$ cat src/rtl/jk_bank_arbiter.sv
// rtl/jk_bank_arbiter.sv - round-robin arbiter sequencing JK ops onto a shared flip-flop bank
// Optional feature macro: JK_ARB_ERR_EN adds err_o, flagging out-of-range bit indices.
module jk_bank_arbiter #(
  parameter int NREQ  = 4,
  parameter int WIDTH = 8,
  parameter int IDXW  = 3
) (
  input  logic                   clk_i,
  input  logic                   rst_ni,
  input  logic [NREQ-1:0]        req_i,
  input  logic [2*NREQ-1:0]      op_i,
  input  logic [IDXW*NREQ-1:0]   idx_i,
  output logic [NREQ-1:0]        gnt_o,
  output logic                   done_o,
  output logic                   busy_o,
  output logic [WIDTH-1:0]       q_o,
  output logic [WIDTH-1:0]       qbar_o
`ifdef JK_ARB_ERR_EN
  ,
  output logic                   err_o
`endif
);

  localparam int PTRW = (NREQ > 1) ? $clog2(NREQ) : 1;
  localparam int SW   = PTRW + 1;

  typedef enum logic [1:0] {IDLE, APPLY, ACK} state_e;

  state_e            state_q, state_d;
  logic [PTRW-1:0]   ptr_q, ptr_d, win_q, win_d;
  logic [NREQ-1:0]   gnt_q, gnt_d;
  logic [1:0]        op_q, op_d;
  logic [IDXW-1:0]   idx_q, idx_d;
  logic [WIDTH-1:0]  q_q, q_d;

  logic              found;
  logic [PTRW-1:0]   pick;
  logic [1:0]        op_sel;
  logic [IDXW-1:0]   idx_sel;
  logic              in_range;

  // Search starts at ptr and wraps, so the first hit is the round-robin winner.
  always_comb begin : rr_search
    logic [SW-1:0]   sum;
    logic [PTRW-1:0] cand;
    found = 1'b0;
    pick  = ptr_q;
    sum   = '0;
    cand  = '0;
    for (int k = 0; k < NREQ; k++) begin
      sum = {1'b0, ptr_q} + SW'(k);
      if (sum >= SW'(NREQ)) sum = sum - SW'(NREQ);
      cand = sum[PTRW-1:0];
      if (!found && req_i[cand]) begin
        found = 1'b1;
        pick  = cand;
      end
    end
  end

  always_comb begin
    op_sel  = '0;
    idx_sel = '0;
    for (int i = 0; i < NREQ; i++) begin
      if (pick == PTRW'(i)) begin
        op_sel  = op_i[2*i +: 2];
        idx_sel = idx_i[IDXW*i +: IDXW];
      end
    end
  end

  assign in_range = (32'(idx_q) < WIDTH);

  always_comb begin
    state_d = state_q;
    ptr_d   = ptr_q;
    win_d   = win_q;
    gnt_d   = gnt_q;
    op_d    = op_q;
    idx_d   = idx_q;
    q_d     = q_q;
    unique case (state_q)
      IDLE: begin
        if (found) begin
          win_d   = pick;
          gnt_d   = NREQ'(1) << pick;
          op_d    = op_sel;
          idx_d   = idx_sel;
          state_d = APPLY;
        end else begin
          gnt_d = '0;
        end
      end
      APPLY: begin
        // Out-of-range indices are dropped; the handshake still completes.
        if (in_range) begin
          case (op_q)
            2'b01:   q_d[idx_q] = 1'b0;
            2'b10:   q_d[idx_q] = 1'b1;
            2'b11:   q_d[idx_q] = ~q_q[idx_q];
            default: q_d[idx_q] = q_q[idx_q];
          endcase
        end
        state_d = ACK;
      end
      ACK: begin
        gnt_d   = '0;
        ptr_d   = (win_q == PTRW'(NREQ - 1)) ? '0 : win_q + 1'b1;
        state_d = IDLE;
      end
      default: state_d = IDLE;
    endcase
  end

  always_ff @(posedge clk_i or negedge rst_ni) begin
    if (!rst_ni) begin
      state_q <= IDLE;
      ptr_q   <= '0;
      win_q   <= '0;
      gnt_q   <= '0;
      op_q    <= '0;
      idx_q   <= '0;
      q_q     <= '0;
    end else begin
      state_q <= state_d;
      ptr_q   <= ptr_d;
      win_q   <= win_d;
      gnt_q   <= gnt_d;
      op_q    <= op_d;
      idx_q   <= idx_d;
      q_q     <= q_d;
    end
  end

  assign gnt_o  = gnt_q;
  assign done_o = (state_q == ACK);
  assign busy_o = (state_q != IDLE);
  assign q_o    = q_q;
  assign qbar_o = ~q_q;
`ifdef JK_ARB_ERR_EN
  assign err_o  = (state_q == ACK) && !in_range;
`endif

endmodule

$ cat config.mk
export PLATFORM = sky130hd
export DESIGN_NAME = jk_bank_arbiter
export DESIGN_NICKNAME = d
export VERILOG_FILES = /design/src/rtl/jk_bank_arbiter.sv
export SDC_FILE = /design/constraint.sdc
export NUM_CORES = 1
export LEC_CHECK = 0
export CORE_ASPECT_RATIO = 0.9
export CORE_UTILIZATION = 32
export DETAILED_ROUTE_END_ITERATION = 10
export DONT_BUFFER_PORTS = 1
export PLACE_DENSITY = 0.53
export SLEW_MARGIN = 10
export SYNTH_ARGS = -nofsm -noshare
export SYNTH_HDL_FRONTEND = slang
export SYNTH_SLANG_ARGS = --single-unit
$ cat constraint.sdc
create_clock -name clk_i -period 1.6 [get_ports clk_i]
set_input_delay 0.24 -clock clk_i [delete_from_list [all_inputs] [get_ports clk_i]]
set_output_delay 0.24 -clock clk_i [all_outputs]
set_load 0.05 [all_outputs]
==> metrics <==
HPWL after DPL=3100 um; largest net degree at the start of global routing=24; I/O pin count=48; WL final=4017 um; commonest cells after routing, fill and taps aside=buf_4, dfrtp_1, inv_1; vias=1288; Port Buffers=0; FMAX=592.6 MHz; ratio of final minimum period to clock period=105.5%; Synth Net Count=174; commonest non-fill, non-tap cell in the layout=buf_4; Area Growth Syn to Fin=41.75%; die height=65.14 um; Congestion Overflow GR=0; area post-placement=0.001774 mm2; violation count after the first detailed-route iteration=64; worst hold margin=0.1690 ns; initial antenna violation count=0; DRT Pass-1 Iters=4; root buffer cell=clkbuf_8; Tmin final=1.688 ns; sequential-to-total area share from yosys stat=40.60%; DRC viols=0; EDFF count, synth=0; Initial Util=between 30% and 40%; status=finished, violations left; # nets final=216; clock sinks=23; vias per cell=5.194; mapped cell area=0.001418 mm2; Total GRT Usage=a little under a fifth; CTS clock-pin slew for the worst setup and hold paths=about 0.080 ns; RSZ-0062 raised after global routing=true; number of synthesized register bits=23; Setup-failing EPs final=10; final setup margin=-0.08757 ns; GPL Wtd Cong=0.8057; Leak=0.8859 nW; Synth warnings=0; critical path endpoint category=register; Mapped Cells=147; die span in x=72.16 um; worst vdd ir=1.445 mV; Worst Path Required=1.76 ns; H-tree levels=1; Worst Setup Start Kind=register; Avg WL per Cell=16.20 um; arrival time worst endpoint=approximately 1.8 ns; Slew @ Worst Pin=1.072 ns; TritonCTS clock tree=done; final hold vios=0; Worst-Skew Late Latency=between 0.2 and 0.3 ns; Slew Limit Fails=0; Hold Crit Class=input port to register; async set or reset register ratio after synthesis=100.0%; Max clock buf depth=2; CTS buffer count=3; crit path kind=register to register; Core ar.=around 0.0042 mm2; number of diodes=0; maxcap violations=0; CP Max Fanout=8; vias in the first global route=1357; failing checks=negative setup slack; Rows=22; first-pass GRT wire length=6782 um; post-synthesis cell type count=45; Synth Flop Type=dfrtp_1; fillers=between 300 and 400; die area=0.004701 mm2; Worst Skew=0.002982 ns; share of layout cells above drive strength 1=47.87%; Slew HR=28.27%; FF-to-FF setup slack=-0.09 ns; Fin Setup TNS=-0.5596 ns; Avg Inst Size Synth=9.644 um2; power per cell area=2489 mW/mm2; Final Cell Area=around 0.0020 mm2; ANT nets after route=0
-- per-layer routing --
layer  track usage [%]  up-vias  part of all wire, %  wire (um)
met5                 0        -                    0          0
met4             4.412        0                  1.4         55
met3             5.061        6                  6.2        249
met2             28.27       38                   46       1837
met1             26.51      621                   47       1875
li1                  -      623                    -          -
-- critical path, cell delays in order (launching register included) --
cell and delay (ns):
dfrtp_1 0.43, mux2_4 0.31, nand3b_1 0.11, o2111ai_2 0.14, mux2i_2 0.18, buf_6 0.14
mux2_4 0.27
-- report_power, final --
group | switching [mW] | leakage, nW | internal, mW | total (mW)
clock | 0.190 | 0.0228 | 0.178 | 0.368
sequential | 0.392 | 0.280 | 0.870 | 1.26
combinational | 1.92 | 0.583 | 1.45 | 3.37
-- synth_stat cells (3+ instances only) --
library cell / number / area, um2
nor3_1: 3 / 15.01
o21ai_0: 11 / 55.05
nand2_1: 10 / 37.54
o21a_1: 3 / 22.52
dfrtp_1: 23 / 575.6
nor2_1: 4 / 15.01
nor3b_1: 4 / 30.03
o31a_1: 6 / 52.55
buf_2: 3 / 15.01
nor4b_1: 3 / 26.28
o221ai_1: 3 / 26.28
nor2b_1: 6 / 37.54
nand2b_1: 4 / 25.02
o22ai_1: 3 / 18.77
inv_1: 10 / 37.54
and3_1: 4 / 25.02
a21oi_1: 3 / 15.01
nand3_1: 4 / 20.02
a211oi_1: 3 / 22.52
mux2_2: 8 / 90.09
-- cell families (layout without fill, tap and decap cells) --
kind of cell    count (synthesis)  after routing  synth area share, %
compound gates                 43             43                21.98
fa+ha+maj                       1              1               0.8825
buf+inv                        17             58                5.560
flops                          23             23                40.60
mux                            10             10                8.032
simple gates                   53             53                22.95
-- repair_timing --
action / CTS / global route
hold buffers: 1 / 0
cloned: 0 / 0
pin swaps: 5 / 13
hold endpoints to repair: 23 / 0
setup buffers: 4 / 0
resized for setup: 16 / 21
setup endpoints to repair: 15 / 14
-- path summary, 6_finish.rpt --
kind	from	end	cells after the start
setup reg to reg	idx_q[1]	register	6
hold / removal	idx_i[0]	idx_q[0]	2
max in group asynchronous	rst_ni	ptr_q[0]	1
setup / recovery	idx_q[1]	register	6
min in group asynchronous	rst_ni	async pin	1
hold reg to reg	win_q[1]	win_q[1]	2
-- area by class of cell --
type	count	area [um2]	share of cell area (%)
flip-flops and latches	23	579.3	28.83
clock buffers	4	45.04	2.242
multi-input cells	107	923.4	45.95
well taps	60	75.07	3.736
inverters	11	42.54	2.117
repair buffers	43	344.1	17.12
-- through the flow --
step	instances	power (mW)	setup slack, ns	utilization (%)
finish	248	5.001	-0.08757	48.34
global route	248	5.338	-0.1459	48.34
CTS	249	4.891	-0.07206	46.42
detailed placement	240	4.308	-0.1239	42.69
global placement	240	4.240	-0.08804	42.69
floorplan	147	3.329	-0.1427	-
(Power assumes the default switching activity.)
==> variant: new RTL, config.mk and constraints unchanged <==
The 3 states of `state_e` get a one-hot encoding in 3 bits.
--- a/src/rtl/jk_bank_arbiter.sv
+++ b/src/rtl/jk_bank_arbiter.sv
@@ -24,7 +24,7 @@
   localparam int PTRW = (NREQ > 1) ? $clog2(NREQ) : 1;
   localparam int SW   = PTRW + 1;
 
-  typedef enum logic [1:0] {IDLE, APPLY, ACK} state_e;
+  typedef enum logic [2:0] {IDLE = 3'b001, APPLY = 3'b010, ACK = 3'b100} state_e;
 
   state_e            state_q, state_d;
   logic [PTRW-1:0]   ptr_q, ptr_d, win_q, win_d;
Function: no difference found for any inputs over 10 cycles, from zero or initial values and one cycle with rst_ni low; not proved beyond that.
==> variant against the original RTL <==
The run still ends with setup timing left; sequential cell count grew 1; synthesized area shrank 7.6%; sequential share of layout area grew 2.6 points; worst hold slack gained 2.0 ps; setup slack lost 160 ps; power shrank 1.7%; final area shrank 3.9%; combinational power shrank 3%; routed wire length shrank 11%; global-route usage shrank 1.3 points; largest cell class unchanged.
==> variant: results (changes against the original RTL) <==
set qor(r2r_cells) 6 ;# unchanged
set qor(syn_nets) 162 ;# -6.9%
set qor(worstHoldPathType) {in2reg}
set qor(complex_gate_fraction_of_the_synthesized_area) 0.137 ;# -0.0832
set qor(placed_cells_incl_taps) 206 ;# -14%
set qor(dp_hpwl_mm) 2.44 ;# -21%
set qor(fin_skew_ps) 9.81 ;# +6.83 ps
set qor(share_of_total_power_in_the_clock_network) 0.076 ;# +0.002
set qor(num_vias) 1165 ;# -9.5%
set qor(global_route_wire_length_before_repair_mm) 5.98 ;# -12%
set qor(drive_gt1_frac) 0.465 ;# -0.0136
set qor(gr-usage-all-layers) 0.174 ;# -0.0126
set qor(synth_area_leaders) {sky130_fd_sc_hd__dfrtp_1 (44%), sky130_fd_sc_hd__mux2i_1 (8.4%), sky130_fd_sc_hd__mux2_1 (7.7%), sky130_fd_sc_hd__nand2_1 (6.3%), sky130_fd_sc_hd__inv_1 (4.0%)}
set qor(synth_cell_type_count) 32 ;# -29%
set qor(nFillCells) 322 ;# -14%
set qor(dp_slack_ps) -270 ;# -146 ps
set qor(post_route_worst_setup_slack_ps) -250 ;# -162 ps
set qor(finish.cell_count_without_fillers) 218 ;# -12%
set qor(syn_area_per_cell_um2) 9.70 ;# +0.62%
set qor(power.combinational.total_mw) 3.26 ;# -3%
set qor(cts.repair_timing.setup_buffer_count) 3 ;# -1
set qor(max_rail_drop_vdd_v) 0.000724 ;# -50%
set qor(maxSlewHeadroom) 0.678 ;# +0.395
set qor(setup_viol) 8 ;# -2
set qor(status) {finished with violations}
set qor(internal_power_mw) 2.48 ;# -0.74%
set qor(gp_congestion) 0.844 ;# +4.7%
set qor(peak_fanout_along_the_critical_path) 5 ;# -3
set qor(cts_root_buf) {sky130_fd_sc_hd__clkbuf_8}
set qor(failed_checks) {setup timing}
set qor(fraction_of_the_mapped_netlist_area_in_adder_cells) 0.00955 ;# +0.000725
set qor(num-nets-final) 200 ;# -7.4%
set qor(wl_mm) 3.58 ;# -11%
set qor(synth_mux_area_frac) 0.161 ;# +0.0811
set qor(postCtsHoldBufs) 2 ;# +1
set qor(leakagePower_nw) 0.894 ;# +0.97%
set qor(cts_resized) 17 ;# +1
set qor(cts.path.max_buffers) 2 ;# unchanged
set qor(drt_first_iter_violations) 67 ;# +4.7%
set qor(drtPass1Iterations) 4 ;# unchanged
set qor(post_synth_most_frequent_cells) {sky130_fd_sc_hd__dfrtp_1 (23), sky130_fd_sc_hd__nand2_1 (22), sky130_fd_sc_hd__inv_1 (14)}
[variant: cell type report]
type,instances,area (um^2),share of cell area
Multi-Input combinational cell,93,831,0.430
Sequential cell,24,607,0.314
Timing Repair Buffer,37,324,0.168
Inverter,14,66.3,0.0343
Tap cell,46,57.6,0.0298
Clock buffer,4,45.0,0.0233
[variant: per-layer routing]
metal | up-vias | wire length (um) | track usage
met5 | - | 0 | 0
met2 | 44 | 1660 | 0.263
li1 | 553 | - | -
met4 | 0 | 74 | 0.0638
met1 | 560 | 1660 | 0.250
met3 | 8 | 187 | 0.0290
[variant: worst paths after layout]
path | startpoint | to | slack [ps]
setup reg to reg | idx_q[0] | flop | -250
hold reg to reg | win_q[1] | win_q[1] | 520
hold / removal | idx_i[2] | idx_q[2] | 170
min in group asynchronous | rst_ni | async pin | 390
max in group asynchronous | rst_ni | state_q[0] | 970
setup / recovery | idx_q[0] | flop | -250
[variant: critical path: stages (launching register included)]
cell	delay, ps
sky130_fd_sc_hd__dfrtp_1	430
sky130_fd_sc_hd__mux2_4	300
sky130_fd_sc_hd__a211o_1	260
sky130_fd_sc_hd__a221oi_2	210
sky130_fd_sc_hd__mux2i_2	110
sky130_fd_sc_hd__buf_4	160
sky130_fd_sc_hd__mux2_4	270
[variant: through the flow]
| stage | total power, mW | instance area (um^2) | util | setup TNS [ps] |
|---|---|---|---|---|
| after floorplan | 3.26 | 1430 | - | -1980 |
| after global placement | 4.08 | 1690 | 0.445 | -2550 |
| after detailed placement | 4.14 | 1690 | 0.445 | -3300 |
| after CTS | 4.79 | 1870 | 0.491 | -2010 |
| after global routing | 5.24 | 1930 | 0.507 | -2630 |
| final | 4.92 | 1930 | 0.507 | -1920 |
